## src/rtl/banked_reg_file_if.sv

```systemverilog
// Write/read bus of the banked register file: write request, read pointers,
// read data and bank/busy status.
interface banked_reg_file_if #(
    parameter int DW = 8,
    parameter int PW = 3,
    parameter int NB = 2
);
    localparam int BW = (NB > 1) ? $clog2(NB) : 1;

    logic          wr_en;
    logic [1:0]    mode;
    logic [DW-1:0] dat_in;
    logic [PW-1:0] wr_addr;
    logic [PW-1:0] rd_addrA;
    logic [PW-1:0] rd_addrB;
    logic [DW-1:0] datA_out;
    logic [DW-1:0] datB_out;
    logic [DW-1:0] reg0;
    logic [BW-1:0] bank;
    logic          busy;

    modport master (
        output wr_en, mode, dat_in, wr_addr, rd_addrA, rd_addrB,
        input  datA_out, datB_out, reg0, bank, busy
    );

    modport slave (
        input  wr_en, mode, dat_in, wr_addr, rd_addrA, rd_addrB,
        output datA_out, datB_out, reg0, bank, busy
    );
endinterface

```

## src/rtl/banked_reg_file.sv

```systemverilog
// Banked register file with accumulator/in-place/swap/bank-select writes and
// two combinational read ports on the active bank.
module banked_reg_file #(
    parameter int DW = 8,
    parameter int PW = 3,
    parameter int NB = 2
) (
    input  logic               clk,
    input  logic               reset,
    banked_reg_file_if.slave   bus
);
    localparam int BW = (NB > 1) ? $clog2(NB) : 1;
    localparam int NR = 1 << PW;

    localparam logic [1:0] MODE_ACC     = 2'b00;
    localparam logic [1:0] MODE_INPLACE = 2'b01;
    localparam logic [1:0] MODE_SWAP    = 2'b10;
    localparam logic [1:0] MODE_BANKSEL = 2'b11;

    typedef enum logic {S_IDLE, S_SWAP2} state_t;

    logic [DW-1:0] regs_q [NB][NR];
    logic [DW-1:0] regs_d [NB][NR];
    logic [BW-1:0] bank_q, bank_d;
    state_t        state_q, state_d;
    logic          busy_q, busy_d;
    logic [DW-1:0] sw_val_q, sw_val_d;
    logic [BW-1:0] sw_bank_q, sw_bank_d;

    always_comb begin
        regs_d    = regs_q;
        bank_d    = bank_q;
        state_d   = state_q;
        busy_d    = 1'b0;
        sw_val_d  = sw_val_q;
        sw_bank_d = sw_bank_q;
        case (state_q)
            S_IDLE: begin
                if (bus.wr_en) begin
                    case (bus.mode)
                        MODE_ACC:     regs_d[bank_q][0] = bus.dat_in;
                        MODE_INPLACE: regs_d[bank_q][bus.wr_addr] = bus.dat_in;
                        MODE_SWAP: begin
                            regs_d[bank_q][bus.wr_addr] = bus.dat_in;
                            // Swap into register 0 degenerates to a plain ACC write.
                            if (bus.wr_addr != '0) begin
                                sw_val_d  = regs_q[bank_q][bus.wr_addr];
                                sw_bank_d = bank_q;
                                state_d   = S_SWAP2;
                                busy_d    = 1'b1;
                            end
                        end
                        MODE_BANKSEL: begin
                            if (NB > 1)
                                bank_d = BW'(int'(bus.dat_in[BW-1:0]) % NB);
                        end
                        default: ;
                    endcase
                end
            end
            S_SWAP2: begin
                regs_d[sw_bank_q][0] = sw_val_q;
                state_d = S_IDLE;
            end
            default: state_d = S_IDLE;
        endcase
    end

    always_ff @(posedge clk or posedge reset) begin
        if (reset) begin
            for (int b = 0; b < NB; b++)
                for (int r = 0; r < NR; r++)
                    regs_q[b][r] <= '0;
            bank_q    <= '0;
            state_q   <= S_IDLE;
            busy_q    <= 1'b0;
            sw_val_q  <= '0;
            sw_bank_q <= '0;
        end else begin
            regs_q    <= regs_d;
            bank_q    <= bank_d;
            state_q   <= state_d;
            busy_q    <= busy_d;
            sw_val_q  <= sw_val_d;
            sw_bank_q <= sw_bank_d;
        end
    end

    assign bus.datA_out = regs_q[bank_q][bus.rd_addrA];
    assign bus.datB_out = regs_q[bank_q][bus.rd_addrB];
    assign bus.reg0     = regs_q[bank_q][0];
    assign bus.bank     = bank_q;
    assign bus.busy     = busy_q;
endmodule

```

## src/flat_wrapper.sv

```systemverilog
// flat-port wrapper written by rule: the top's interface ports become plain ports
module banked_reg_file_flat 
#(
    parameter int DW = 8,
    parameter int PW = 3,
    parameter int NB = 2
)
  (clk, reset, bus_wr_en, bus_mode, bus_dat_in, bus_wr_addr, bus_rd_addrA, bus_rd_addrB, bus_datA_out, bus_datB_out, bus_reg0, bus_bank, bus_busy);
  banked_reg_file_if #(.DW(DW), .PW(PW), .NB(NB)) bus_i ();
  input  logic clk;
  input  logic reset;
  input wire logic [$bits(bus_i.wr_en)-1:0] bus_wr_en;
  input wire logic [$bits(bus_i.mode)-1:0] bus_mode;
  input wire logic [$bits(bus_i.dat_in)-1:0] bus_dat_in;
  input wire logic [$bits(bus_i.wr_addr)-1:0] bus_wr_addr;
  input wire logic [$bits(bus_i.rd_addrA)-1:0] bus_rd_addrA;
  input wire logic [$bits(bus_i.rd_addrB)-1:0] bus_rd_addrB;
  output wire logic [$bits(bus_i.datA_out)-1:0] bus_datA_out;
  output wire logic [$bits(bus_i.datB_out)-1:0] bus_datB_out;
  output wire logic [$bits(bus_i.reg0)-1:0] bus_reg0;
  output wire logic [$bits(bus_i.bank)-1:0] bus_bank;
  output wire logic [$bits(bus_i.busy)-1:0] bus_busy;
  assign bus_i.wr_en = bus_wr_en;
  assign bus_i.mode = bus_mode;
  assign bus_i.dat_in = bus_dat_in;
  assign bus_i.wr_addr = bus_wr_addr;
  assign bus_i.rd_addrA = bus_rd_addrA;
  assign bus_i.rd_addrB = bus_rd_addrB;
  assign bus_datA_out = bus_i.datA_out;
  assign bus_datB_out = bus_i.datB_out;
  assign bus_reg0 = bus_i.reg0;
  assign bus_bank = bus_i.bank;
  assign bus_busy = bus_i.busy;
  banked_reg_file #(.DW(DW), .PW(PW), .NB(NB)) u_core (.clk(clk), .reset(reset), .bus(bus_i));
endmodule
```

## config.mk

```make
export PLATFORM = sky130hd
export DESIGN_NAME = banked_reg_file_flat
export DESIGN_NICKNAME = d
export VERILOG_FILES = /design/src/rtl/banked_reg_file_if.sv /design/src/rtl/banked_reg_file.sv /design/src/flat_wrapper.sv
export SDC_FILE = /design/constraint.sdc
export NUM_CORES = 1
export LEC_CHECK = 0
export ABC_AREA = 1
export CORE_ASPECT_RATIO = 0.6
export CORE_MARGIN = 2
export CORE_UTILIZATION = 56
export CTS_BUF_LIST = sky130_fd_sc_hd__clkbuf_8
export CTS_CLUSTER_SIZE = 25
export DETAILED_ROUTE_END_ITERATION = 16
export GPL_ROUTABILITY_DRIVEN = 1
export PLACE_DENSITY = 0.79
export SYNTH_ARGS = -nofsm -noshare
export SYNTH_HDL_FRONTEND = slang
export SYNTH_SLANG_ARGS = --single-unit
```

## constraint.sdc

```tcl
create_clock -name clk -period 4.26 [get_ports clk]
set_input_delay 0.852 -clock clk [delete_from_list [all_inputs] [get_ports clk]]
set_output_delay 0.852 -clock clk [all_outputs]
set_load 0.03 [all_outputs]
```

==> results summary, run 1 <==
The proportion of power drawn by flip-flops and latches came out at 41.0%. The area of combinational cells with multiple inputs is 3804 um^2. The number of global-route vias before repair is 6,920. The type of the tightest min-delay check is reg2reg.

The antenna diode count came out at 0. In the post-synthesis netlist, the cell with the most instances is sky130_fd_sc_hd__nand2_1. The clock group share of total power is 26.3%. The final worst clock skew is 16.21 ps. Post-CTS repair changed the size of 0 cells.

The number of setup violations in the final report came out at 0. The utilization after layout is 64.15%. The maximum level of the CTS H-tree is 4. The starting density of the core came out at 57.41%. The cell depth of the worst min-delay path is 2. The endpoint with the worst hold slack is u_core.regs_q[63]$_DFFE_PP0P_. The root buffer cell chosen for the clock tree is sky130_fd_sc_hd__clkbuf_8. The net count after synthesis came out at 1,182.

The number of placement rows came out at 33. For the worst setup path, the data required time is 3410 ps. The routability-driven placement congestion ratio came out at 1.036. Sorting the synthesized cells by area gives the leading types as sky130_fd_sc_hd__dfrtp_1 (44%), sky130_fd_sc_hd__nand2_1 (28%), sky130_fd_sc_hd__o21ai_0 (8.9%), sky130_fd_sc_hd__o211ai_1 (3.6%), sky130_fd_sc_hd__inv_1 (3.5%). The die span in y is 95.69 um.

The aggregate negative setup slack came out at 0 ps. TritonCTS built the clock tree. The ratio of cells with drive above 1 in the final layout came out at 5.556%. The final instance count without filler cells is 1,380. In this run the count of I/O pins placed on the die edge is 48. At the pin with the least slew margin, the transition time is 905.1 ps. Entering global routing, the biggest net connects 114 pins. The flow ran to the end, and the final reports show no timing, DRC or antenna violations.

The post-synthesis async set-or-reset flop share came out at 100.0%. The clock latency reported for the late side of the worst-skew pair came out at 460 ps. The period utilization is 91.06%.

In the synthesized netlist, the cells that appear most often are sky130_fd_sc_hd__nand2_1 (590), sky130_fd_sc_hd__dfrtp_1 (139), sky130_fd_sc_hd__o21ai_0 (139). The number of max-slew violations in the final report came out at 0. For this block, the routed nets add up to 25.26 mm of wire. The initial DRC count came out at 1,057. The sequential cell area fraction in the yosys report is 44.33%. The net count of the finished layout came out at 1,199.

The initial antenna violation count came out at 1. The die covers 15,010 um^2. The region available for standard cell placement spans 13,670 um^2. The primary flip-flop cell chosen by synthesis mapping is sky130_fd_sc_hd__dfrtp_1.

The completed layout was analyzed and its total power is 4316 uW. The worst-case reg-to-reg path depth came out at 8. The cell type with the largest total area after synthesis is sky130_fd_sc_hd__dfrtp_1. Of all nets on the critical path, the largest fanout is 63. The die is 156.8 um wide. The per-instance average area after synthesis is 6.776 um^2. The count of endpoints failing hold in the final timing report is 0.

The port buffer count is 47. In this run the register-to-register setup slack is 1780 ps. The synthesized netlist cell count came out at 1,158. The first-pass GRT wire length came out at 39.30 mm. The startpoint of the lowest-slack hold path is u_core.regs_q[63]$_DFFE_PP0P_. STA classifies the critical path endpoint as a primary output. The arrival time of the worst setup path is 3030 ps. Using the TritonRoute via totals, the vias-per-cell ratio works out to 5.664.

Setup repair after global routing left no endpoint under its margin. The clock period could shrink to 3879 ps. After clock tree synthesis, the clock-pin slew on the worst setup and hold paths is 90 ps. In this run the biggest area consumer among cell types represents 44.33% of the synthesized area.

Timing analysis after detailed placement gives a worst setup slack of 611.7 ps. The estimated wirelength of the detail-placed design is 18.38 mm. The count of antenna-violating nets left after detailed routing is 0.

After synthesis the cells add up to 7846 um^2. In this run the post-CTS setup repair buffer count came out at 0. The total global-route track usage is 35.57%. The number of enable flip-flop cells after synthesis is 0. For this block, the via count after detailed routing is 7,816. The net switching power is 1739 uW. Yosys mapped the design onto 24 distinct sky130hd cell types. The clock drives 139 sinks. For this run, the top clock speed supported by timing is 257.8 MHz.

The net switching share of the total power came out at 40.30%. The average detailed-routed wire length per instance is 18.30 um. The worst flop-to-flop path endpoint is u_core.regs_q[125]$_DFFE_PP0P_. By startpoint and endpoint, the worst setup path is classified as reg2out. The area added between synthesis and finish is 11.74%. The pre-antenna-repair detailed-routing pass consisted of 6 iterations. The total leakage power is 0.004586 uW.

The power density over the cells came out at 492.3 nW/um^2. After detailed routing, the number of remaining DRC violations is 0. The cell-internal power is 2576 uW.

In the post-route analysis, the smallest setup slack over all paths is 381.0 ps. In this run, placement finished with an instance count of 1,348. The worst register-to-register path begins at u_core.bus.bank$_DFFE_PP0P_. The yosys synthesis warning count came out at 0.

The startpoint type of the worst setup path is a flop. The flip-flop and latch area is 3480 um^2. The number of hold buffers added after CTS is 0. After synthesis the netlist holds a flip-flop and latch count of 139.

The filler cell count came out at 1,264. The worst vdd rail ir drop is 0.2761 mV. The final global-route overflow total came out at 0. In this run, CTS created clock tree buffers numbering 17. The power share of the combinational group is 32.6%. Measured against its own limit, the worst slew margin works out to 39.02%. The max-capacitance violation count is 0.

The maximum buffer depth of the clock tree is 2.
==> layer usage <==
layer  routed length, um  GRT usage, %  up-vias
met5                  12             0        -
met3                3316         12.29       33
met4                 250         7.569        2
met2                9662         46.09      436
met1               12020         56.05     3641
li1                    -             -     3704
==> per-stage QoR <==
step / area, um^2 / hold slack [ps]
2_1_floorplan: 7850 / 441.7
3_3_place_gp: 8353 / 454.1
3_5_place_dp: 8353 / 458.4
4_1_cts: 8767 / 481.1
5_1_grt: 8767 / 504.8
6_report: 8767 / 479.0
==> flip-flops by register name (all words and copies together), names as in the netlist <==
signal / count
u_core.bus.busy: 1
u_core.regs_q: 128
u_core.bus.bank: 1
u_core.sw_val_q: 8
u_core.sw_bank_q: 1
==> area by class of cell <==
type,instances,share of cell area (%)
Multi-Input combinational cell,884,43.39
Sequential cell,139,39.69
Timing Repair Buffer,59,6.251
Inverter,74,3.211
Tap cell,192,2.740
Clock buffer,17,2.669
Clock inverter,15,2.055
==> worst max path at each step <==
stage,from,endpoint,cells past startpoint
final,u_core.bus.bank$_DFFE_PP0P_,bus_datA_out[7],8
after global routing,u_core.bus.bank$_DFFE_PP0P_,bus_datA_out[7],11
after CTS,u_core.bus.bank$_DFFE_PP0P_,bus_datA_out[7],11
after detailed placement,bus_rd_addrB[0],bus_datB_out[1],8
after global placement,bus_rd_addrA[1],bus_datA_out[7],7
after floorplan,bus_rd_addrB[0],bus_datB_out[7],7
==> cell families after synthesis <==
group,after synthesis,share of synthesized area [%]
flops,139,44.33
buf+inv,135,7.192
compound gates,195,13.95
simple gates,687,34.21
fa+ha+maj,2,0.3189
==> critical path, stage by stage (launching register included) <==
cell and delay, ps:
sky130_fd_sc_hd__dfrtp_2 550, sky130_fd_sc_hd__buf_12 260, sky130_fd_sc_hd__o21ai_0 720, sky130_fd_sc_hd__nand2_1 110, sky130_fd_sc_hd__o211ai_1 120, sky130_fd_sc_hd__nand2_1 70, sky130_fd_sc_hd__nand2_1 50, sky130_fd_sc_hd__nand2_1 60
sky130_fd_sc_hd__clkdlybuf4s50_1 590
==> power groups by stage <==
stage / Sequential (uW) / Clock (uW) / Combinational (uW)
after floorplan: 1750 / 0 / 900
after global placement: 1780 / 0 / 1340
after detailed placement: 1790 / 0 / 1350
after CTS: 1770 / 1150 / 1360
after global routing: 1800 / 1200 / 1540
final: 1770 / 1140 / 1410
==> cells in the final DEF (no fill, tap or decap) <==
| cell type | Yosys | final |
|---|---|---|
| sky130_fd_sc_hd__clkinv_8 | 0 | 1 |
| sky130_fd_sc_hd__nand3b_1 | 1 | 1 |
| sky130_fd_sc_hd__clkinv_2 | 0 | 2 |
| sky130_fd_sc_hd__o211ai_1 | 38 | 38 |
| sky130_fd_sc_hd__inv_6 | 0 | 4 |
| sky130_fd_sc_hd__clkdlybuf4s50_1 | 0 | 32 |
| sky130_fd_sc_hd__ha_1 | 2 | 2 |
| sky130_fd_sc_hd__nand2_1 | 590 | 590 |
| sky130_fd_sc_hd__nor2_1 | 39 | 39 |
| sky130_fd_sc_hd__nor3_4 | 2 | 2 |
| sky130_fd_sc_hd__buf_4 | 1 | 25 |
| sky130_fd_sc_hd__o22ai_1 | 8 | 8 |
| sky130_fd_sc_hd__inv_2 | 1 | 1 |
| sky130_fd_sc_hd__clkbuf_8 | 0 | 17 |
| sky130_fd_sc_hd__bufinv_16 | 0 | 2 |
| sky130_fd_sc_hd__and2_0 | 4 | 4 |
| sky130_fd_sc_hd__clkinv_4 | 0 | 2 |
| sky130_fd_sc_hd__and2_1 | 1 | 1 |
| sky130_fd_sc_hd__clkinvlp_4 | 0 | 2 |
| sky130_fd_sc_hd__clkinv_1 | 0 | 1 |
| sky130_fd_sc_hd__o21ai_1 | 1 | 1 |
| sky130_fd_sc_hd__or2_2 | 1 | 1 |
| sky130_fd_sc_hd__nand3_1 | 49 | 49 |
| sky130_fd_sc_hd__dfrtp_1 | 139 | 138 |
| sky130_fd_sc_hd__inv_8 | 0 | 3 |
| sky130_fd_sc_hd__inv_1 | 73 | 71 |
| sky130_fd_sc_hd__o21ai_2 | 1 | 1 |
| sky130_fd_sc_hd__a21oi_1 | 4 | 4 |
| sky130_fd_sc_hd__o21a_1 | 4 | 4 |
| sky130_fd_sc_hd__o21ai_0 | 139 | 139 |
| sky130_fd_sc_hd__dfrtp_2 | 0 | 1 |
| sky130_fd_sc_hd__buf_12 | 0 | 2 |
Note: power is estimated with default switching activity, not from simulation.
==> run 2: changes to the inputs <==
--- a/config.mk
+++ b/config.mk
@@ -6,14 +6,17 @@
 export NUM_CORES = 1
 export LEC_CHECK = 0
 export ABC_AREA = 1
+export CELL_PAD_IN_SITES_DETAIL_PLACEMENT = 0
+export CELL_PAD_IN_SITES_GLOBAL_PLACEMENT = 1
 export CORE_ASPECT_RATIO = 0.6
 export CORE_MARGIN = 2
-export CORE_UTILIZATION = 56
+export CORE_UTILIZATION = 40
 export CTS_BUF_LIST = sky130_fd_sc_hd__clkbuf_8
 export CTS_CLUSTER_SIZE = 25
 export DETAILED_ROUTE_END_ITERATION = 16
 export GPL_ROUTABILITY_DRIVEN = 1
-export PLACE_DENSITY = 0.79
+export PLACE_DENSITY_LB_ADDON = 0.1
+export RECOVER_POWER = 50
 export SYNTH_ARGS = -nofsm -noshare
 export SYNTH_HDL_FRONTEND = slang
 export SYNTH_SLANG_ARGS = --single-unit
==> run 2 against run 1 <==
The run now ends with max-capacitance violations, max-slew violations left. First-iteration DRC count fell by 11%. Cell count rose by 5.7%. Critical path depth did not move. Global-route usage fell by 5.9 points. Register-to-register slack got worse by 450 ps. Sequential share of layout area fell by 0.32 points. Wire length rose by 14%. Maximum frequency rose by 11%. Die area rose by 39%. Via count fell by 0.58%. Core utilization fell by 18 points. Critical path type unchanged. Critical endpoint is now bus_datB_out[5]. Largest cell class unchanged. Largest power group unchanged. Highest routed layer is now met4.
==> results summary, run 2 (synthesis results as in run 1) <==
The arrival time of the worst setup path is 2650 ps (-380 ps). The maximum clock frequency is 285.9 MHz (+11%). The total global-route track usage is 29.65% (-5.9 points). The via count came out at 7,771 (-0.58%).

The final global-route overflow total is 0 (unchanged). The net count of the finished layout came out at 1,204 (+0.42%). The cell depth of the worst min-delay path came to 2 (unchanged). The number of hold buffers added after CTS came out at 0 (unchanged). The final worst clock skew came out at 15.14 ps (-1.070 ps). The worst hold path begins at u_core.regs_q[125]$_DFFE_PP0P_.

The slew at the pin with the worst max-slew slack was 1702 ps (+797.1 ps). The post-route standard cell area excluding fillers is 8838 um^2 (+0.81%). The detailed-routed wire length on met2 came to 10.37 mm (+7.3%).

The final instance count without filler cells came out at 1,458 (+5.7%). The count of antenna-violating nets left after detailed routing is 0 (unchanged). The maximum single-stage delay on the critical path is 790 ps (+70 ps).

The flip-flop and latch area came out at 3480 um^2 (unchanged). Among all stages on the critical path, the largest delay is contributed by sky130_fd_sc_hd__o21ai_0. Setup repair after global routing left no endpoint under its margin. The cell type group with the largest total delay on the critical path is compound AO/OA/AOI/OAI gates. The port buffer count came to 47 (unchanged). The aggregate negative setup slack came out at 0 ps (unchanged). The count of cells resized by post-cts repair came to 0 (unchanged). The signal on the critical path passes through buf_12 > o21ai_0 > nand2_1 > nand3_1 > nand2_1 > nand2_1 > nand2_1 > buf_4. The maximum level of the CTS H-tree came out at 4 (unchanged).

More flip-flops sit in one register than any other, and that register is u_core.regs_q. The initial DRC count came to 943 (-11%). The period utilization came out at 82.11% (-9.0 points). The endpoint identified for the worst register-to-register timing path is u_core.regs_q[10]$_DFFE_PP0P_. The die width was 184.8 um (+18%). The area added between synthesis and finish came out at 12.65%. The data required time at the worst endpoint came out at 3410 ps (about the same). The clock latency reported for the late side of the worst-skew pair is 470 ps (about the same). The worst hold path belongs to the class reg2reg. The run finished, with violations left.

The max-capacitance violation count is 1 (+1). The starting density of the core came to 41.02% (-16 points). The number of top-level pins came out at 48 (unchanged). The count of unresolved DRC violations after routing is 0 (unchanged). The estimated wirelength of the detail-placed design came out at 20.71 mm (+13%). The TritonCTS buffer count is 17 (unchanged). The worst vdd rail ir drop was 0.2696 mV (-2.4%). The worst relative slew slack came out at -14.11% (-53 points).

The number of global-route vias before repair is 7,082 (+2.3%). The minimum setup slack among reg-to-reg paths came out at 1330 ps (-450 ps). TritonCTS built the clock tree.

The worst setup path is of the reg2out kind. The number of clock sinks came out at 139 (unchanged). The filler cell count came out at 2,072 (+64%). The met1 wire length is 14.49 mm (+21%).

The most common cell after layout, fill and taps aside is sky130_fd_sc_hd__nand2_1. The average detailed-routed wire length per instance is 19.81 um (+8.2%). The worst-case reg-to-reg path depth came out at 7 (-1).

The worst hold slack across all endpoints came to 475.8 ps (-3.143 ps). The number of max-slew violations in the final report came to 36 (+36). The met3 layer wire length in the routed design was 3.476 mm (+4.8%). The clock period minus worst slack was 3498 ps (-381.4 ps). The area of the core is 19,130 um^2 (+40%).

The die span in y came out at 112.5 um (+18%). The area of combinational cells with multiple inputs is 3792 um^2 (-0.30%). The number of buffer and inverter instances along the worst setup path came out at 2 (unchanged). For hold timing, the worst endpoint is u_core.regs_q[125]$_DFFE_PP0P_. The first-pass GRT wire length is 45.20 mm (+15%).

The total placed instance area is 8493 um^2 (+1.7%). The wire length reported by the detailed router came out at 28.88 mm (+14%). The startpoint type of the worst setup path is a flop. The number of flip-flops under the largest register name came out at 128 (unchanged).

The start point of the critical path is u_core.bus.bank$_DFFE_PP0P_. The number of placement rows came out at 39 (+18%). The die footprint is 20,790 um^2 (+39%). The largest registers in the layout are u_core.regs_q (128), u_core.sw_val_q (8). The root buffer selected by CTS is sky130_fd_sc_hd__clkbuf_8. The routability-driven placement congestion ratio came out at 0.9343 (-9.9%).

The initial antenna violation count came out at 0 (-1). The largest net degree at the start of global routing is 80 (-30%). The power density over the cells was 485.2 nW/um^2 (-1.4%). STA classifies the critical path endpoint as a primary output.

The checks that failed: max-capacitance violations, max-slew violations. The maximum buffer depth of the clock tree came out at 2 (unchanged). In the layout the commonest cells are sky130_fd_sc_hd__nand2_1 (590), sky130_fd_sc_hd__o21ai_0 (140), sky130_fd_sc_hd__dfrtp_1 (138). The total leakage power came to 0.004590 uW (about the same).

The per-cell via count in the routed design came out at 5.330 (-5.9%). The worst register-to-register path begins at u_core.bus.busy$_DFF_PP0_. The ratio of cells with drive above 1 in the final layout was 5.789% (+0.23 points). The cell count after placement came to 1,427 (+5.9%). The antenna diode count came out at 0 (unchanged). The number of setup buffers added after CTS is 0 (unchanged).

The number of setup violations in the final report came out at 0 (unchanged). The utilization after layout came out at 46.21% (-18 points). The detailed router used layers up to and including met4. The number of optimization iterations in the first detailed-route pass came out at 6 (unchanged). The cell repeated most along the worst path is sky130_fd_sc_hd__nand2_1. The peak fanout along the critical path came out at 79 (+25%). The clock transition at the register clock pins on the worst setup and hold paths after CTS is 90 ps (about the same). The count of endpoints failing hold in the final timing report came out at 0 (unchanged).
[run 2: cell types whose count changed in the layout (fill, tap and decap cells not counted), sizes merged]
| cell | delta |
|---|---|
| clkdlybuf4s50 | -5 |
| buf | +4 |
| dlygate4sd3 | +4 |
| clkbuf | +3 |
| clkinv | -3 |
| clkinvlp | +2 |
| bufinv | -1 |
[run 2: tightest hold or removal path: stages (launching register included)]
cell and delay (ps):
sky130_fd_sc_hd__dfrtp_1 350, sky130_fd_sc_hd__nand2_1 50, sky130_fd_sc_hd__nand2_1 40
[run 2: power by group]
group | internal (uW) | total (uW) | leakage (uW) | switching [uW]
clock network | 478 | 1050 | 0.000185 | 575
logic | 431 | 1470 | 0.00259 | 1040
registers | 1610 | 1760 | 0.00182 | 152
[run 2: per-stage QoR]
step / power [uW] / setup WS, ps
2_1_floorplan: 2649 / 1458
3_3_place_gp: 3210 / 959.4
3_5_place_dp: 3219 / 958.3
4_1_cts: 4271 / 813.2
5_1_grt: 4550 / 654.2
6_report: 4288 / 762.3
[run 2: final cells by class]
cell class	instances	share of cell area [%]
clock buffer	18	2.803
clock inverter	13	1.331
inverter	74	3.157
multi-input combinational	884	42.91
sequential	139	39.37
tap	266	3.766
timing repair buffer	64	6.668
[run 2: per-layer routing]
layer	global-route usage (%)	vias to the layer above
met3	9.345	35
met4	7.831	0
met1	48.45	3641
met2	36.08	384
met5	0	-
li1	-	3711
[run 2: worst max-delay path by stage]
stage | slack (ps) | cells past startpoint | to
final | 760 | 8 | bus_datB_out[5]
after global routing | 650 | 11 | bus_datB_out[7]
after CTS | 810 | 11 | bus_datB_out[7]
after global placement | 960 | 8 | bus_datA_out[1]
after floorplan | 1460 | 7 | bus_datB_out[7]
after detailed placement | 960 | 8 | bus_datA_out[1]
==> run 3: changes to the inputs <==
--- a/config.mk
+++ b/config.mk
@@ -10,7 +10,7 @@
 export CELL_PAD_IN_SITES_GLOBAL_PLACEMENT = 1
 export CORE_ASPECT_RATIO = 0.6
 export CORE_MARGIN = 2
-export CORE_UTILIZATION = 40
+export CORE_UTILIZATION = 45
 export CTS_BUF_LIST = sky130_fd_sc_hd__clkbuf_8
 export CTS_CLUSTER_SIZE = 25
 export DETAILED_ROUTE_END_ITERATION = 16
==> constraint.sdc (replaced) <==
create_clock -name clk -period 3.3 [get_ports clk]
set_input_delay 0.66 -clock clk [delete_from_list [all_inputs] [get_ports clk]]
set_output_delay 0.66 -clock clk [all_outputs]
set_load 0.03 [all_outputs]
==> run 3 against run 2 <==
Core utilization increased by 5.6 points. The flow still finishes with violations (max-capacitance violations, max-slew violations). Worst hold slack better by 2.4 ps. Combinational power rose by 27%. Critical endpoint is now bus_datB_out[0]. Largest power group unchanged. First-iteration DRC count decreased by 5.6%. Cell count shrank 1.4%.
==> results summary, run 3 (synthesis results as in run 1) <==
The die width is 174.5 um (-5.6%). The count of unresolved DRC violations after routing came out at 0 (unchanged). The port buffer count is 47 (unchanged).

The initial antenna violation count came out at 0 (unchanged). The count of endpoints failing hold in the final timing report came out at 0 (unchanged). The number of global-route vias before repair came to 7,069 (-0.18%). The final global-route overflow total was 0 (unchanged). The power share of the combinational group is 34.6% (+0.2 points). The flip-flop and latch area is 3480 um^2 (unchanged). The number of flip-flops under the largest register name came out at 128 (unchanged). The area of combinational cells with multiple inputs is 3781 um^2 (-0.30%). After layout, the worst path uses 94.74% of the clock period.

The proportion of power drawn by flip-flops and latches was 42.3% (+1.2 points). TritonCTS built the clock tree. The number of top-level pins is 48 (unchanged). The ratio of cells with drive above 1 in the final layout came out at 6.401% (+0.61 points). The maximum buffer depth of the clock tree is 2 (unchanged). STA classifies the critical path startpoint as a flop. The wire length reported by the detailed router came out at 27.10 mm (-6.2%).

The routability-driven placement congestion ratio was 0.9759 (+4.5%). The tree is rooted in a sky130_fd_sc_hd__clkbuf_8. The arrival time of the worst setup path is 2470 ps (-180 ps). Leaving out fill and tap cells, the most frequent cells in the layout are sky130_fd_sc_hd__nand2_1 (590), sky130_fd_sc_hd__o21ai_0 (139), sky130_fd_sc_hd__dfrtp_1 (138). The average detailed-routed wire length per instance came to 18.84 um (-4.9%). The per-cell via count in the routed design was 5.357 (+0.52%). The number of placement rows came out at 37 (-5.1%). The post-route standard cell area excluding fillers was 8842 um^2 (about the same). The largest registers in the layout are u_core.regs_q (128), u_core.sw_val_q (8). The cell-internal power came to 3202 uW (+27%). The initial DRC count was 890 (-5.6%). The net switching share of the total power is 40.53% (-0.73 points). The TritonCTS buffer count came out at 17 (unchanged).

The clock group share of total power came out at 23.1% (-1.5 points). The filler cell count was 1,794 (-13%). The total global-route track usage is 30.69% (+1.0 points). The final worst clock skew is 17.15 ps (+2.016 ps). The peak fanout along the critical path came to 61 (-23%).

The data required time at the worst endpoint is 2640 ps (-770 ps). The first-pass GRT wire length is 42.25 mm (-6.5%). The die span in y is 106.3 um (-5.5%).

The maximum level of the CTS H-tree came out at 4 (unchanged). The slew at the pin with the worst max-slew slack was 1651 ps (-51.01 ps). The net switching power was 2182 uW (+23%). The net count of the finished layout is 1,216 (+1.0%). The maximum clock frequency is 319.8 MHz. The clock latency reported for the late side of the worst-skew pair is 470 ps (about the same). The clock transition at the register clock pins on the worst setup and hold paths after CTS came out at 80 ps (about the same).

Setup repair after global routing left no endpoint under its margin. The checks that failed: max-capacitance violations, max-slew violations. The via count is 7,704 (-0.86%). The number of optimization iterations in the first detailed-route pass is 6 (unchanged). The estimated wirelength of the detail-placed design came to 20.00 mm (-3.4%). u_core.regs_q holds more flip-flops than any other register. The category of the worst setup path capture point is a primary output. The max-capacitance violation count came out at 2 (+1). The critical path is of the reg2out type.

The worst relative slew slack is -10.08% (+4.0 points). The area added between synthesis and finish is 12.69% (about the same). The run finished, with violations left. The number of setup violations in the final report came out at 0 (unchanged). The total leakage power is 0.004628 uW (+0.84%). The clock period minus worst slack came out at 3126 ps.

The worst vdd rail ir drop came out at 0.3837 mV (+42%). The number of max-slew violations in the final report was 97 (+170%). The die footprint came to 18,540 um^2 (-11%). The largest net degree at the start of global routing is 66 (-18%).

The worst hold path belongs to the class reg2reg. The number of clock sinks came out at 139 (unchanged). The power density over the cells came to 608.9 nW/um^2 (+26%). The library cell used most frequently in the layout, excluding fill and tap cells, is sky130_fd_sc_hd__nand2_1. The count of antenna-violating nets left after detailed routing is 0 (unchanged). The total placed instance area came out at 8556 um^2 (+0.74%). The area of the core came out at 17,080 um^2 (-11%). The starting density of the core is 45.93% (+4.9 points).

The aggregate negative setup slack came to 0 ps (unchanged).
## run 3: worst max-delay path: stages, from the launching register on
cell                       delay (ps)
sky130_fd_sc_hd__dfrtp_2          450
sky130_fd_sc_hd__buf_12           210
sky130_fd_sc_hd__o21ai_0          710
sky130_fd_sc_hd__nand2_1          110
sky130_fd_sc_hd__o211ai_1         110
sky130_fd_sc_hd__nand2_1           80
sky130_fd_sc_hd__nand2_1           60
sky130_fd_sc_hd__nand2_1           90
sky130_fd_sc_hd__buf_4            180
## run 3: final timing paths
check / end / slack (ps) / from / depth (start not counted)
setup reg to reg: u_core.regs_q[19]$_DFFE_PP0P_ / 530 / u_core.bus.busy$_DFF_PP0_ / 7
max in group asynchronous: u_core.bus.bank$_DFFE_PP0P_ / 790 / reset / 3
min in group asynchronous: u_core.regs_q[24]$_DFFE_PP0P_ / 560 / reset / 2
setup / recovery: bus_datB_out[0] / 170 / u_core.bus.bank$_DFFE_PP0P_ / 8
hold / removal: u_core.regs_q[126]$_DFFE_PP0P_ / 480 / u_core.regs_q[126]$_DFFE_PP0P_ / 2
hold reg to reg: u_core.regs_q[126]$_DFFE_PP0P_ / 480 / u_core.regs_q[126]$_DFFE_PP0P_ / 2
## run 3: final cells by class
cell class | instances | area share, %
inverter | 74 | 3.198
clock inverter | 11 | 0.8207
multi-input combinational | 884 | 42.76
antenna | 1 | 0.02830
tap | 234 | 3.311
timing repair buffer | 76 | 7.570
sequential | 139 | 39.35
clock buffer | 19 | 2.957
## run 3: timing repair
action / 4_1_cts / 5_1_grt
hold buffers: 0 / 0
setup buffers: 0 / 0
resized for setup: 0 / 1
setup endpoints to repair: 0 / 10
## run 3: stage by stage
stage                     setup WS, ps  hold WS (ps)  std cells  total power [uW]  util, %
final                            173.5         478.3       1438              5384    51.76
after global routing             17.63         498.1       1437              5723    51.75
after CTS                        94.11         435.7       1437              5370    52.04
after detailed placement         361.0         463.1       1407              4133    50.08
after global placement           342.3         458.6       1407              4112    50.08
after floorplan                  708.7         441.7       1158              3419        -
## run 3: routing by layer
metal / track usage, % / up-vias / part of all wire, %
met4: 6.242 / 2 / 1.1
met2: 39.26 / 337 / 37
met5: 2.222 / - / 0.18
met3: 10.66 / 20 / 11
met1: 48.35 / 3623 / 51
li1: - / 3722 / -
## run 3: power groups by stage
stage / logic (uW) / clock network (uW) / registers (uW)
2_1_floorplan: 1160 / 0 / 2260
3_3_place_gp: 1820 / 0 / 2290
3_5_place_dp: 1830 / 0 / 2300
4_1_cts: 1840 / 1260 / 2270
5_1_grt: 2060 / 1340 / 2330
6_report: 1860 / 1240 / 2280
